$ cat src/rtl/l1_l2_port_arbiter_if.sv
// Bundle of every L1-side and L2-side signal of the L1->L2 port arbiter.
// The arbiter connects through the slave modport. The L1 caches plus the L2
// (or a bench standing in for them) connect through the master modport.
// fsm_state and rr_ptr are observation-only outputs for checkers.
interface l1_l2_port_arbiter_if #(
  parameter int NUM_PORTS     = 4,
  parameter int ADDRESS_WIDTH = 32,
  parameter int DATA_WIDTH    = 32,
  parameter int LINE_WIDTH    = 128
);
  localparam int ID_WIDTH = (NUM_PORTS > 1) ? $clog2(NUM_PORTS) : 1;

  // L1 side requests
  logic [NUM_PORTS-1:0]               l1_read_req;
  logic [NUM_PORTS-1:0]               l1_write_req;
  logic [NUM_PORTS-1:0]               l1_write_back_req;
  logic [NUM_PORTS*ADDRESS_WIDTH-1:0] l1_address;
  logic [NUM_PORTS*DATA_WIDTH-1:0]    l1_write_data;
  logic [NUM_PORTS*LINE_WIDTH-1:0]    l1_write_back_data;

  // L2 side completions
  logic                               L2_ready;
  logic                               write_to_L2_verified;
  logic                               write_back_to_L2_verified;
  logic [LINE_WIDTH-1:0]              read_data_from_L2;

  // L2 side requests
  logic [ADDRESS_WIDTH-1:0]           cache_L2_memory_address;
  logic                               read_from_L2_request;
  logic                               write_to_L2_request;
  logic                               write_back_to_L2_request;
  logic [DATA_WIDTH-1:0]              write_data_to_L2;
  logic [LINE_WIDTH-1:0]              write_back_to_L2_data;

  // L1 side completions and status
  logic [NUM_PORTS-1:0]               l1_L2_ready;
  logic [NUM_PORTS-1:0]               l1_write_verified;
  logic [NUM_PORTS-1:0]               l1_write_back_verified;
  logic [LINE_WIDTH-1:0]              l1_read_data;
  logic [ID_WIDTH-1:0]                grant_id;
  logic                               arbiter_busy;

  // Debug observation
  logic [1:0]                         fsm_state;
  logic [ID_WIDTH-1:0]                rr_ptr;

  modport slave (
    input  l1_read_req, l1_write_req, l1_write_back_req,
    input  l1_address, l1_write_data, l1_write_back_data,
    input  L2_ready, write_to_L2_verified, write_back_to_L2_verified,
    input  read_data_from_L2,
    output cache_L2_memory_address, read_from_L2_request,
    output write_to_L2_request, write_back_to_L2_request,
    output write_data_to_L2, write_back_to_L2_data,
    output l1_L2_ready, l1_write_verified, l1_write_back_verified,
    output l1_read_data, grant_id, arbiter_busy,
    output fsm_state, rr_ptr
  );

  modport master (
    output l1_read_req, l1_write_req, l1_write_back_req,
    output l1_address, l1_write_data, l1_write_back_data,
    output L2_ready, write_to_L2_verified, write_back_to_L2_verified,
    output read_data_from_L2,
    input  cache_L2_memory_address, read_from_L2_request,
    input  write_to_L2_request, write_back_to_L2_request,
    input  write_data_to_L2, write_back_to_L2_data,
    input  l1_L2_ready, l1_write_verified, l1_write_back_verified,
    input  l1_read_data, grant_id, arbiter_busy,
    input  fsm_state, rr_ptr
  );
endinterface

$ cat src/rtl/l1_l2_port_arbiter.sv
// Round-robin arbiter that shares one L1->L2 request port among NUM_PORTS
// private L1 caches.
//
// Handshake: each L1 request bit is a level. It is held until the matching
// one-cycle l1_* done pulse for that port. The L2 request bit is also a level,
// with address and data held stable. It stays high until the matching L2
// completion is sampled, and it drops on the following edge.
// A completion that does not match the outstanding op is not a handshake and
// is ignored.
module l1_l2_port_arbiter #(
  parameter int NUM_PORTS     = 4,
  parameter int ADDRESS_WIDTH = 32,
  parameter int DATA_WIDTH    = 32,
  parameter int LINE_WIDTH    = 128
) (
  input logic clk,
  input logic reset,
  l1_l2_port_arbiter_if.slave bus
);
  localparam int IDW = (NUM_PORTS > 1) ? $clog2(NUM_PORTS) : 1;

  typedef enum logic [1:0] {IDLE = 2'd0, BUSY = 2'd1, RELEASE = 2'd2} state_t;
  typedef enum logic [1:0] {OP_NONE = 2'd0, OP_READ = 2'd1, OP_WRITE = 2'd2, OP_WB = 2'd3} op_t;

  state_t                   state_q, state_d;
  op_t                      op_q, op_d;
  logic [IDW-1:0]           grant_q, grant_d;
  logic [IDW-1:0]           rr_q, rr_d;
  logic [ADDRESS_WIDTH-1:0] addr_q, addr_d;
  logic                     rd_req_q, rd_req_d;
  logic                     wr_req_q, wr_req_d;
  logic                     wb_req_q, wb_req_d;
  logic [DATA_WIDTH-1:0]    wdata_q, wdata_d;
  logic [LINE_WIDTH-1:0]    wbdata_q, wbdata_d;
  logic [NUM_PORTS-1:0]     rd_done_q, rd_done_d;
  logic [NUM_PORTS-1:0]     wr_done_q, wr_done_d;
  logic [NUM_PORTS-1:0]     wb_done_q, wb_done_d;
  logic [LINE_WIDTH-1:0]    rdata_q, rdata_d;
  logic                     busy_q, busy_d;

  logic [NUM_PORTS-1:0]     pending;
  logic                     any_pending;
  logic [IDW-1:0]           winner;
  logic                     found;
  logic                     done;

  // Round-robin search: first pending port at or after rr_ptr, wrapping.
  always_comb begin
    pending     = bus.l1_read_req | bus.l1_write_req | bus.l1_write_back_req;
    any_pending = |pending;
    winner      = '0;
    found       = 1'b0;
    for (int k = 0; k < NUM_PORTS; k++) begin
      int idx;
      idx = int'(rr_q) + k;
      if (idx >= NUM_PORTS) idx = idx - NUM_PORTS;
      if (!found && pending[idx]) begin
        winner = IDW'(idx);
        found  = 1'b1;
      end
    end
  end

  // Only the completion belonging to the latched op can end a transaction.
  always_comb begin
    done = ((op_q == OP_READ)  && bus.L2_ready) ||
           ((op_q == OP_WRITE) && bus.write_to_L2_verified) ||
           ((op_q == OP_WB)    && bus.write_back_to_L2_verified);
  end

  // Next-state and next-output logic for IDLE / BUSY / RELEASE.
  always_comb begin
    state_d   = state_q;
    op_d      = op_q;
    grant_d   = grant_q;
    rr_d      = rr_q;
    addr_d    = addr_q;
    rd_req_d  = rd_req_q;
    wr_req_d  = wr_req_q;
    wb_req_d  = wb_req_q;
    wdata_d   = wdata_q;
    wbdata_d  = wbdata_q;
    rd_done_d = '0;
    wr_done_d = '0;
    wb_done_d = '0;
    rdata_d   = rdata_q;
    case (state_q)
      IDLE: begin
        if (any_pending) begin
          grant_d = winner;
          addr_d  = bus.l1_address[int'(winner)*ADDRESS_WIDTH +: ADDRESS_WIDTH];
          // Write-back before write before read, matching the L1 evict-then-fill order.
          if (bus.l1_write_back_req[winner]) begin
            op_d     = OP_WB;
            wb_req_d = 1'b1;
            wbdata_d = bus.l1_write_back_data[int'(winner)*LINE_WIDTH +: LINE_WIDTH];
          end else if (bus.l1_write_req[winner]) begin
            op_d     = OP_WRITE;
            wr_req_d = 1'b1;
            wdata_d  = bus.l1_write_data[int'(winner)*DATA_WIDTH +: DATA_WIDTH];
          end else begin
            op_d     = OP_READ;
            rd_req_d = 1'b1;
          end
          state_d = BUSY;
        end
      end
      BUSY: begin
        if (done) begin
          case (op_q)
            OP_READ: begin
              rd_done_d[grant_q] = 1'b1;
              rdata_d            = bus.read_data_from_L2;
            end
            OP_WRITE: wr_done_d[grant_q] = 1'b1;
            OP_WB:    wb_done_d[grant_q] = 1'b1;
            default:  ;
          endcase
          op_d     = OP_NONE;
          addr_d   = '0;
          rd_req_d = 1'b0;
          wr_req_d = 1'b0;
          wb_req_d = 1'b0;
          wdata_d  = '0;
          wbdata_d = '0;
          rr_d     = (grant_q == IDW'(NUM_PORTS - 1)) ? '0 : grant_q + 1'b1;
          state_d  = RELEASE;
        end
      end
      RELEASE: state_d = IDLE;
      default: state_d = IDLE;
    endcase
    busy_d = (state_d != IDLE);
  end

  // State and registered outputs; reset drops everything at once.
  always_ff @(posedge clk or posedge reset) begin
    if (reset) begin
      state_q   <= IDLE;
      op_q      <= OP_NONE;
      grant_q   <= '0;
      rr_q      <= '0;
      addr_q    <= '0;
      rd_req_q  <= 1'b0;
      wr_req_q  <= 1'b0;
      wb_req_q  <= 1'b0;
      wdata_q   <= '0;
      wbdata_q  <= '0;
      rd_done_q <= '0;
      wr_done_q <= '0;
      wb_done_q <= '0;
      rdata_q   <= '0;
      busy_q    <= 1'b0;
    end else begin
      state_q   <= state_d;
      op_q      <= op_d;
      grant_q   <= grant_d;
      rr_q      <= rr_d;
      addr_q    <= addr_d;
      rd_req_q  <= rd_req_d;
      wr_req_q  <= wr_req_d;
      wb_req_q  <= wb_req_d;
      wdata_q   <= wdata_d;
      wbdata_q  <= wbdata_d;
      rd_done_q <= rd_done_d;
      wr_done_q <= wr_done_d;
      wb_done_q <= wb_done_d;
      rdata_q   <= rdata_d;
      busy_q    <= busy_d;
    end
  end

  assign bus.cache_L2_memory_address = addr_q;
  assign bus.read_from_L2_request    = rd_req_q;
  assign bus.write_to_L2_request     = wr_req_q;
  assign bus.write_back_to_L2_request = wb_req_q;
  assign bus.write_data_to_L2        = wdata_q;
  assign bus.write_back_to_L2_data   = wbdata_q;
  assign bus.l1_L2_ready             = rd_done_q;
  assign bus.l1_write_verified       = wr_done_q;
  assign bus.l1_write_back_verified  = wb_done_q;
  assign bus.l1_read_data            = rdata_q;
  assign bus.grant_id                = grant_q;
  assign bus.arbiter_busy            = busy_q;
  assign bus.fsm_state               = state_q;
  assign bus.rr_ptr                  = rr_q;
endmodule

$ cat src/flat_wrapper.sv
// flat-port wrapper written by rule: the top's interface ports become plain ports
module l1_l2_port_arbiter_flat 
#(
  parameter int NUM_PORTS     = 4,
  parameter int ADDRESS_WIDTH = 32,
  parameter int DATA_WIDTH    = 32,
  parameter int LINE_WIDTH    = 128
)
  (clk, reset, bus_l1_read_req, bus_l1_write_req, bus_l1_write_back_req, bus_l1_address, bus_l1_write_data, bus_l1_write_back_data, bus_L2_ready, bus_write_to_L2_verified, bus_write_back_to_L2_verified, bus_read_data_from_L2, bus_cache_L2_memory_address, bus_read_from_L2_request, bus_write_to_L2_request, bus_write_back_to_L2_request, bus_write_data_to_L2, bus_write_back_to_L2_data, bus_l1_L2_ready, bus_l1_write_verified, bus_l1_write_back_verified, bus_l1_read_data, bus_grant_id, bus_arbiter_busy, bus_fsm_state, bus_rr_ptr);
  l1_l2_port_arbiter_if #(.NUM_PORTS(NUM_PORTS), .ADDRESS_WIDTH(ADDRESS_WIDTH), .DATA_WIDTH(DATA_WIDTH), .LINE_WIDTH(LINE_WIDTH)) bus_i ();
  input logic clk;
  input logic reset;
  input wire logic [$bits(bus_i.l1_read_req)-1:0] bus_l1_read_req;
  input wire logic [$bits(bus_i.l1_write_req)-1:0] bus_l1_write_req;
  input wire logic [$bits(bus_i.l1_write_back_req)-1:0] bus_l1_write_back_req;
  input wire logic [$bits(bus_i.l1_address)-1:0] bus_l1_address;
  input wire logic [$bits(bus_i.l1_write_data)-1:0] bus_l1_write_data;
  input wire logic [$bits(bus_i.l1_write_back_data)-1:0] bus_l1_write_back_data;
  input wire logic [$bits(bus_i.L2_ready)-1:0] bus_L2_ready;
  input wire logic [$bits(bus_i.write_to_L2_verified)-1:0] bus_write_to_L2_verified;
  input wire logic [$bits(bus_i.write_back_to_L2_verified)-1:0] bus_write_back_to_L2_verified;
  input wire logic [$bits(bus_i.read_data_from_L2)-1:0] bus_read_data_from_L2;
  output wire logic [$bits(bus_i.cache_L2_memory_address)-1:0] bus_cache_L2_memory_address;
  output wire logic [$bits(bus_i.read_from_L2_request)-1:0] bus_read_from_L2_request;
  output wire logic [$bits(bus_i.write_to_L2_request)-1:0] bus_write_to_L2_request;
  output wire logic [$bits(bus_i.write_back_to_L2_request)-1:0] bus_write_back_to_L2_request;
  output wire logic [$bits(bus_i.write_data_to_L2)-1:0] bus_write_data_to_L2;
  output wire logic [$bits(bus_i.write_back_to_L2_data)-1:0] bus_write_back_to_L2_data;
  output wire logic [$bits(bus_i.l1_L2_ready)-1:0] bus_l1_L2_ready;
  output wire logic [$bits(bus_i.l1_write_verified)-1:0] bus_l1_write_verified;
  output wire logic [$bits(bus_i.l1_write_back_verified)-1:0] bus_l1_write_back_verified;
  output wire logic [$bits(bus_i.l1_read_data)-1:0] bus_l1_read_data;
  output wire logic [$bits(bus_i.grant_id)-1:0] bus_grant_id;
  output wire logic [$bits(bus_i.arbiter_busy)-1:0] bus_arbiter_busy;
  output wire logic [$bits(bus_i.fsm_state)-1:0] bus_fsm_state;
  output wire logic [$bits(bus_i.rr_ptr)-1:0] bus_rr_ptr;
  assign bus_i.l1_read_req = bus_l1_read_req;
  assign bus_i.l1_write_req = bus_l1_write_req;
  assign bus_i.l1_write_back_req = bus_l1_write_back_req;
  assign bus_i.l1_address = bus_l1_address;
  assign bus_i.l1_write_data = bus_l1_write_data;
  assign bus_i.l1_write_back_data = bus_l1_write_back_data;
  assign bus_i.L2_ready = bus_L2_ready;
  assign bus_i.write_to_L2_verified = bus_write_to_L2_verified;
  assign bus_i.write_back_to_L2_verified = bus_write_back_to_L2_verified;
  assign bus_i.read_data_from_L2 = bus_read_data_from_L2;
  assign bus_cache_L2_memory_address = bus_i.cache_L2_memory_address;
  assign bus_read_from_L2_request = bus_i.read_from_L2_request;
  assign bus_write_to_L2_request = bus_i.write_to_L2_request;
  assign bus_write_back_to_L2_request = bus_i.write_back_to_L2_request;
  assign bus_write_data_to_L2 = bus_i.write_data_to_L2;
  assign bus_write_back_to_L2_data = bus_i.write_back_to_L2_data;
  assign bus_l1_L2_ready = bus_i.l1_L2_ready;
  assign bus_l1_write_verified = bus_i.l1_write_verified;
  assign bus_l1_write_back_verified = bus_i.l1_write_back_verified;
  assign bus_l1_read_data = bus_i.l1_read_data;
  assign bus_grant_id = bus_i.grant_id;
  assign bus_arbiter_busy = bus_i.arbiter_busy;
  assign bus_fsm_state = bus_i.fsm_state;
  assign bus_rr_ptr = bus_i.rr_ptr;
  l1_l2_port_arbiter #(.NUM_PORTS(NUM_PORTS), .ADDRESS_WIDTH(ADDRESS_WIDTH), .DATA_WIDTH(DATA_WIDTH), .LINE_WIDTH(LINE_WIDTH)) u_core (.clk(clk), .reset(reset), .bus(bus_i));
endmodule
$ cat config.mk
export PLATFORM = sky130hd
export DESIGN_NAME = l1_l2_port_arbiter_flat
export DESIGN_NICKNAME = d
export VERILOG_FILES = /design/src/rtl/l1_l2_port_arbiter_if.sv /design/src/rtl/l1_l2_port_arbiter.sv /design/src/flat_wrapper.sv
export SDC_FILE = /design/constraint.sdc
export NUM_CORES = 1
export LEC_CHECK = 0
export ABC_AREA = 0
export BUFFER_PORTS_ARGS = -buffer_cell sky130_fd_sc_hd__buf_2
export CAP_MARGIN = 20
export CELL_PAD_IN_SITES_DETAIL_PLACEMENT = 0
export CELL_PAD_IN_SITES_GLOBAL_PLACEMENT = 2
export CORE_AREA = 2 2 493 495
export CTS_CLUSTER_DIAMETER = 80
export DETAILED_ROUTE_END_ITERATION = 8
export DIE_AREA = 0 0 495 497
export PLACE_DENSITY = 0.39
export REMOVE_ABC_BUFFERS = 1
export SLEW_MARGIN = 20
export SYNTH_ARGS = -nofsm -noshare
export SYNTH_HDL_FRONTEND = slang
export SYNTH_SLANG_ARGS = --single-unit
$ cat constraint.sdc
create_clock -name clk -period 11.7 [get_ports clk]
set_input_delay 2.34 -clock clk [delete_from_list [all_inputs] [get_ports clk]]
set_output_delay 2.34 -clock clk [all_outputs]
set_load 0.1 [all_outputs]
After elaboration in Yosys (flattened, before gate mapping)

Cells that the tools add are included.

Add/subtract/negate cells: 8
Multiply operators: 0
Div/mod/pow operators: 0
$lt $le $gt $ge: 11
Eq/ne operators: 11
Shifts and indexed selects: 3
Muxes and demuxes: 70
Bitwise logic cells: 2
Reduce and logical (&&, ||, !) cells: 23

Operators with widths:

| kind                    | count |
|---|---|
| $shiftx A512 B10 Y128   | 1 |
| $mux W128               | 3 |
| $mux W32                | 9 |
| $pmux W128 S2           | 1 |
| $shiftx A128 B8 Y32     | 2 |
| $lt A32 B4 Y1 const B   | 4 |
| $pmux W32 S2            | 2 |
| $ge A32 B4 Y1 const B   | 3 |
| $sub A32 B4 Y32 const B | 3 |
| $mux W4                 | 9 |
| $mux W1                 | 23 |
| $mux W2                 | 11 |
| $bmux W1 S2             | 6 |
| $reduce_and A5 Y1       | 2 |
| $ne A2 B1 Y1 const B    | 4 |
| $or A4 B4 Y4            | 2 |
| $pmux W2 S2             | 2 |
| $logic_and A1 B1 Y1     | 7 |
| $add A2 B2 Y3 const B   | 2 |
| $eq A2 B2 Y1 const B    | 3 |
| $lt A2 B3 Y1 const B    | 2 |
| $pmux W1 S2             | 3 |
| $reduce_and A3 Y1       | 2 |
| $eq A2 B1 Y1 const B    | 2 |
| other kinds (14)        | 20 |

Bits in registers: 344
Latch bits: 0
Memory bits (writable): 0
Memory bits (read-only): 0
Word-level logic and storage cells: 143
Memories: 0

Longest topological paths before layout

Word-level depth: 21
Depth in mapped cells: 11

Least setup slack after synthesis

No wires, ideal clock.

Path kind: input port to flip-flop
Start point: input port bus_l1_write_back_req[1]
End point: register u_core.wbdata_q[0] (netlist: u_core.bus.write_back_to_L2_data[0])
Setup time: 0.123 ns
Data arrival time: 4.295 ns
Slack: 7.282 ns
Cell stages on the path: 10
Path buffers: 3
Cells stage by stage: or3_4 > nor3_4 > o21ai_1 > buf_4 > mux2i_1 > o21a_2 > a21o_2 > buf_4 > buf_4 > a32o_1

Longest elaborated chain between the ends: 18
Elaborated cells between the ends (all ways): 36
Those cells by class: eq/ne: 2; shift: 1; mux: 24; bitwise: 1; reduce/logical: 8

Ends and longest elaborated chain:

| element                                              | RTL line                                           | source |
|---|---|---|
| start: declaration                                   | flat_wrapper.sv:15                                 | `input wire logic [$bits(bus_i.l1_write_back_req)-1:0] bus_l1_write_back_req;` |
| $or A4 B4 Y4                                         | l1_l2_port_arbiter.sv:49                           | `pending = bus.l1_read_req \| bus.l1_write_req \| bus.l1_write_back_req;` |
| $bmux W1 S2                                          | l1_l2_port_arbiter.sv:57                           | `if (!found && pending[idx]) begin` |
| $mux W1 (implied by the code) (2 in series)          | l1_l2_port_arbiter.sv:57                           |  |
| $mux W1                                              | l1_l2_port_arbiter.sv:57                           |  |
| $logic_not A1 Y1                                     | l1_l2_port_arbiter.sv:57                           |  |
| $logic_and A1 B1 Y1                                  | l1_l2_port_arbiter.sv:57                           |  |
| $mux W1                                              | l1_l2_port_arbiter.sv:57                           |  |
| $logic_not A1 Y1                                     | l1_l2_port_arbiter.sv:57                           |  |
| $logic_and A1 B1 Y1                                  | l1_l2_port_arbiter.sv:57                           |  |
| $mux W1                                              | l1_l2_port_arbiter.sv:57                           |  |
| $logic_not A1 Y1                                     | l1_l2_port_arbiter.sv:57                           |  |
| $logic_and A1 B1 Y1                                  | l1_l2_port_arbiter.sv:57                           |  |
| $mux W2                                              | l1_l2_port_arbiter.sv:57                           |  |
| $shiftx A512 B10 Y128 or $bmux W1 S2 (tied branches) | l1_l2_port_arbiter.sv:96, l1_l2_port_arbiter.sv:93 |  |
| $mux W128 or $mux W1 (tied branches)                 | l1_l2_port_arbiter.sv:93                           | `if (bus.l1_write_back_req[winner]) begin` |
| $mux W128 or $ne A2 B1 Y1 (tied branches)            | -                                                  |  |
| $pmux W128 S2 or $reduce_and A4 Y1 (tied branches)   | -                                                  |  |
| end signal: assignment                               | l1_l2_port_arbiter.sv:164                          | `wbdata_q <= wbdata_d;` |
| end: declaration                                     | l1_l2_port_arbiter.sv:34                           | `logic [LINE_WIDTH-1:0] wbdata_q, wbdata_d;` |

Parallel ways exist; a longest one is shown, timed or not. The select of a mux whose other input is x is not followed.
A chain may end at the register's enable or synchronous reset.

Worst setup path after layout

Start point: input port bus_l1_write_back_req[2]
End point: register u_core.wbdata_q[22] (netlist: u_core.bus.write_back_to_L2_data[22])

The elaborated chain is that of the path after synthesis.

==> impl_metrics.prom <==
# TYPE chip_impl_metric gauge
chip_impl_metric{name="n_fill_cell",unit=""} 28100
chip_impl_info{name="synth.top_cells.by_area",value="dfrtp_1 (46%), nand2_1 (14%), nand3_1 (8.7%), a32o_1 (8.6%), mux2_2 (7.8%)"} 1
chip_impl_metric{name="antenna_found_initial",unit=""} 150
chip_impl_metric{name="layout-area-overhead-vs-synth",unit="%"} 64.8
chip_impl_metric{name="grt.overflow.total",unit=""} 0
chip_impl_info{name="cp-start-kind",value="primary input"} 1
chip_impl_metric{name="first_iter_violations",unit=""} 1313
chip_impl_metric{name="average_vias_per_placed_instance",unit=""} 3.31
chip_impl_metric{name="post_drt_wl_per_cell",unit="um"} 25.9
chip_impl_metric{name="routed-via-count",unit=""} 21800
chip_impl_metric{name="met2WireLength",unit="um"} 81300
chip_impl_metric{name="ir_drop",unit="V"} 0.000113
chip_impl_metric{name="post_synth_arst_share",unit="%"} 100
chip_impl_metric{name="finalWeightedCongestion",unit=""} 0.797
chip_impl_metric{name="synth_warnings",unit=""} 0
chip_impl_metric{name="hold_violations",unit=""} 0
chip_impl_metric{name="power.density_cell_area",unit="nW/um^2"} 130
chip_impl_metric{name="netlist_instances",unit=""} 2098
chip_impl_metric{name="cts_sinks",unit=""} 344
chip_impl_metric{name="cts.path.max_buffers",unit=""} 3
chip_impl_info{name="topRoutingLayerUsed",value="met5"} 1
chip_impl_metric{name="clock_skew",unit="ps"} 27.6
chip_impl_metric{name="cts.repair_timing.setup_buffer_count",unit=""} 0
chip_impl_metric{name="first_global_vias",unit=""} 23000
chip_impl_metric{name="cp.arrival",unit="ps"} 6720
chip_impl_metric{name="worst_hold_slack",unit="ps"} 485
chip_impl_metric{name="grt.total_usage",unit="%"} 13.2
chip_impl_metric{name="ys_types",unit=""} 48
chip_impl_metric{name="dpl_wire_length",unit="um"} 140000
chip_impl_metric{name="h-tree-depth",unit=""} 2
chip_impl_metric{name="drv_cap",unit=""} 0
chip_impl_metric{name="cts_bufs_inserted",unit=""} 60
chip_impl_metric{name="syn-cell-area",unit="sq um"} 18600
chip_impl_metric{name="synth.ff_latch_count",unit=""} 344
chip_impl_metric{name="number_of_failing_setup_endpoints_in_the_final_timing_report",unit=""} 0
chip_impl_metric{name="total_power",unit="W"} 0.00400
chip_impl_metric{name="grt_max_degree",unit=""} 123
chip_impl_info{name="root_buffer",value="clkbuf_16"} 1
chip_impl_metric{name="design.core.area",unit="sq um"} 240000
chip_impl_metric{name="leakagePower",unit="nW"} 15.3
chip_impl_metric{name="fin_cells",unit=""} 6579
chip_impl_metric{name="drt_pass1_iterations",unit=""} 4
chip_impl_info{name="synthDominantAreaCellType",value="dfrtp_1"} 1
chip_impl_metric{name="postRouteAntennaNets",unit=""} 0
chip_impl_metric{name="seqCellArea",unit="sq um"} 8610
chip_impl_metric{name="routed_wl",unit="um"} 170000
chip_impl_info{name="status",value="finished clean"} 1
chip_impl_metric{name="multi_input_area",unit="sq um"} 8940
chip_impl_metric{name="synthDominantCellAreaShare",unit="%"} 46.2
chip_impl_metric{name="std_cell_rows",unit=""} 180
chip_impl_metric{name="ys_seq_area_share",unit="%"} 46.2
chip_impl_metric{name="io_pins",unit=""} 1255
chip_impl_info{name="dominantRegCellSynth",value="dfrtp_1"} 1
chip_impl_metric{name="cts_repair_resize_count",unit=""} 0
chip_impl_metric{name="grt_first_pass_wirelength",unit="um"} 221000
chip_impl_metric{name="avgSynthCellArea",unit="sq um"} 8.87
chip_impl_metric{name="floorplan.initialDensity",unit="%"} 7.75
chip_impl_metric{name="slew_headroom",unit="%"} 29.4
chip_impl_metric{name="final_max_slew_viol_count",unit=""} 0
chip_impl_info{name="path_class",value="primary input to flip-flop"} 1
chip_impl_metric{name="number_of_synthesized_flops_with_an_enable_pin",unit=""} 0
chip_impl_metric{name="die_width",unit="um"} 495
chip_impl_metric{name="drc",unit=""} 0
chip_impl_metric{name="max_clock_freq",unit="MHz"} 164
chip_impl_metric{name="met1Wirelength",unit="um"} 62800
chip_impl_metric{name="portBuffers",unit=""} 1254
chip_impl_metric{name="hold_buffers",unit=""} 0
chip_impl_info{name="cts_tree",value="built"} 1
chip_impl_metric{name="fin_setup_tns",unit="ps"} 0
chip_impl_metric{name="dr_wl_met3",unit="um"} 19000
chip_impl_metric{name="die_area",unit="sq um"} 246000
chip_impl_metric{name="insertion_delay",unit="ps"} 690
chip_impl_metric{name="dp_cells",unit=""} 6386
chip_impl_info{name="cp-end-kind",value="flip-flop"} 1
chip_impl_info{name="hold_removal_path_class",value="flip-flop to flip-flop"} 1
chip_impl_info{name="rsz_0062_raised_after_global_routing",value="no"} 1
chip_impl_metric{name="finalCriticalPeriod",unit="ps"} 6120
chip_impl_metric{name="cts.clk_slew.worst_paths",unit="ps"} 50
chip_impl_metric{name="die-height",unit="um"} 497
chip_impl_metric{name="largest_fanout_of_any_net_on_the_critical_path",unit=""} 67
chip_impl_metric{name="post-route-period-util",unit="%"} 52.3
chip_impl_metric{name="utilization",unit="%"} 12.8
chip_impl_metric{name="worstPathRequired",unit="ps"} 12300
chip_impl_metric{name="drive_gt1_share",unit="%"} 47.7
chip_impl_metric{name="tightestPinTransition",unit="ps"} 1060
chip_impl_metric{name="final_nets",unit=""} 4180
flip-flops by register name, summed over array words and instances, names as in the netlist:
| register | flops |
|---|---|
| u_core.bus.read_from_L2_request | 1 |
| u_core.bus.arbiter_busy | 1 |
| u_core.op_q | 2 |
| u_core.bus.l1_write_verified | 4 |
| u_core.bus.write_back_to_L2_request | 1 |
| u_core.bus.l1_read_data | 128 |
| u_core.bus.l1_write_back_verified | 4 |
| u_core.bus.rr_ptr | 2 |
| u_core.bus.cache_L2_memory_address | 32 |
| u_core.bus.write_data_to_L2 | 32 |
| u_core.bus.fsm_state | 2 |
| u_core.bus.l1_L2_ready | 4 |
| u_core.bus.write_back_to_L2_data | 128 |
| u_core.bus.write_to_L2_request | 1 |
| u_core.bus.grant_id | 2 |
cells in the mapped netlist, drive strengths merged (2+ instances only):
master  number
or3          2
a21oi       65
a31oi        2
mux2       130
nor3        13
o21ai        6
o21a         3
a32o       160
and2         2
nor2        16
buf         86
inv         41
o22ai       33
nor4         2
nand2b       2
clkbuf     100
nand3      322
dfrtp      344
nor4b        3
or2          2
nand2      715
a22o        35
ha           4
placed cells by master (no fill, tap or decap), types with 2 or more instances in the layout:
| master | netlist | final |
|---|---|---|
| clkinvlp_4 | 0 | 5 |
| clkinv_2 | 0 | 12 |
| a32o_1 | 160 | 160 |
| nand3_1 | 322 | 322 |
| o22ai_2 | 29 | 29 |
| clkbuf_8 | 0 | 14 |
| nand2_1 | 715 | 714 |
| nor2_1 | 15 | 14 |
| a22o_1 | 35 | 35 |
| clkinv_4 | 0 | 6 |
| mux2_2 | 129 | 129 |
| inv_6 | 0 | 3 |
| ha_1 | 4 | 4 |
| a21oi_1 | 64 | 64 |
| nor3_4 | 4 | 5 |
| a31oi_1 | 2 | 2 |
| or3_4 | 1 | 2 |
| diode_2 | 0 | 79 |
| o21ai_0 | 3 | 3 |
| bufinv_16 | 0 | 8 |
| dfrtp_1 | 344 | 344 |
| o22ai_1 | 4 | 4 |
| nor4b_1 | 3 | 3 |
| inv_1 | 41 | 40 |
| buf_4 | 9 | 31 |
| clkbuf_1 | 100 | 3 |
| nor2_4 | 0 | 2 |
| nor3_1 | 8 | 8 |
| buf_12 | 0 | 4 |
| o21a_1 | 2 | 2 |
| clkbuf_16 | 0 | 61 |
| buf_2 | 40 | 1254 |
where the power goes:
group | switching [W] | internal (W)
logic | 0.000543 | 0.000205
registers | 0.0000279 | 0.00123
clock network | 0.000776 | 0.00122
layer usage:
| layer | global-route usage, % | up-vias |
|---|---|---|
| li1 | - | 9835 |
| met1 | 14.0 | 10500 |
| met2 | 22.6 | 1054 |
| met3 | 6.45 | 302 |
| met4 | 4.66 | 102 |
| met5 | 0.254 | - |
critical path, stage by stage:
cell	delay (ps)
buf_2	150
nor3_4	410
o21ai_2	150
o21ai_4	140
buf_4	570
mux2i_1	400
o21a_2	250
a21o_4	530
buf_4	530
buf_4	820
a32o_1	220
final cells by class:
type / instances / area share (%)
inverter: 42 / 0.538
clock buffer: 78 / 5.64
clock inverter: 36 / 1.51
timing repair buffer: 1289 / 21.5
sequential: 344 / 28.1
antenna: 79 / 0.644
tap: 3185 / 13.0
multi-input combinational: 1526 / 29.1
through the flow:
step                      area (sq um)  worst slack (ps)
after floorplan                  17600             -9370
after detailed placement         28300              4790
after global placement           28300              4810
after CTS                        30500              5580
final                            30700              5580
after global routing             30600              5370
worst paths after layout:
check,to,slack (ps),depth (start not counted),from
setup / recovery,u_core.bus.write_back_to_L2_data[22],5580,11,bus_l1_write_back_req[2]
hold / removal,u_core.bus.write_back_to_L2_data[89],490,1,u_core.bus.write_back_to_L2_data[89]
setup reg to reg,u_core.bus.write_back_to_L2_data[22],6970,10,u_core.bus.rr_ptr[0]
hold reg to reg,u_core.bus.write_back_to_L2_data[89],490,1,u_core.bus.write_back_to_L2_data[89]
max in group asynchronous,u_core.bus.write_back_to_L2_data[56],7880,4,reset
min in group asynchronous,u_core.bus.cache_L2_memory_address[11],1720,2,reset
cell families after synthesis:
group	after synthesis	synth area share, %
AND/OR/NAND/NOR	1080	24.7
flip-flops	344	46.2
AO/OA/AOI/OAI	311	14.9
buffers and inverters	228	6.06
multiplexers	131	7.92
adder cells (fa/ha/maj)	4	0.269
(Power assumes the default switching activity.)
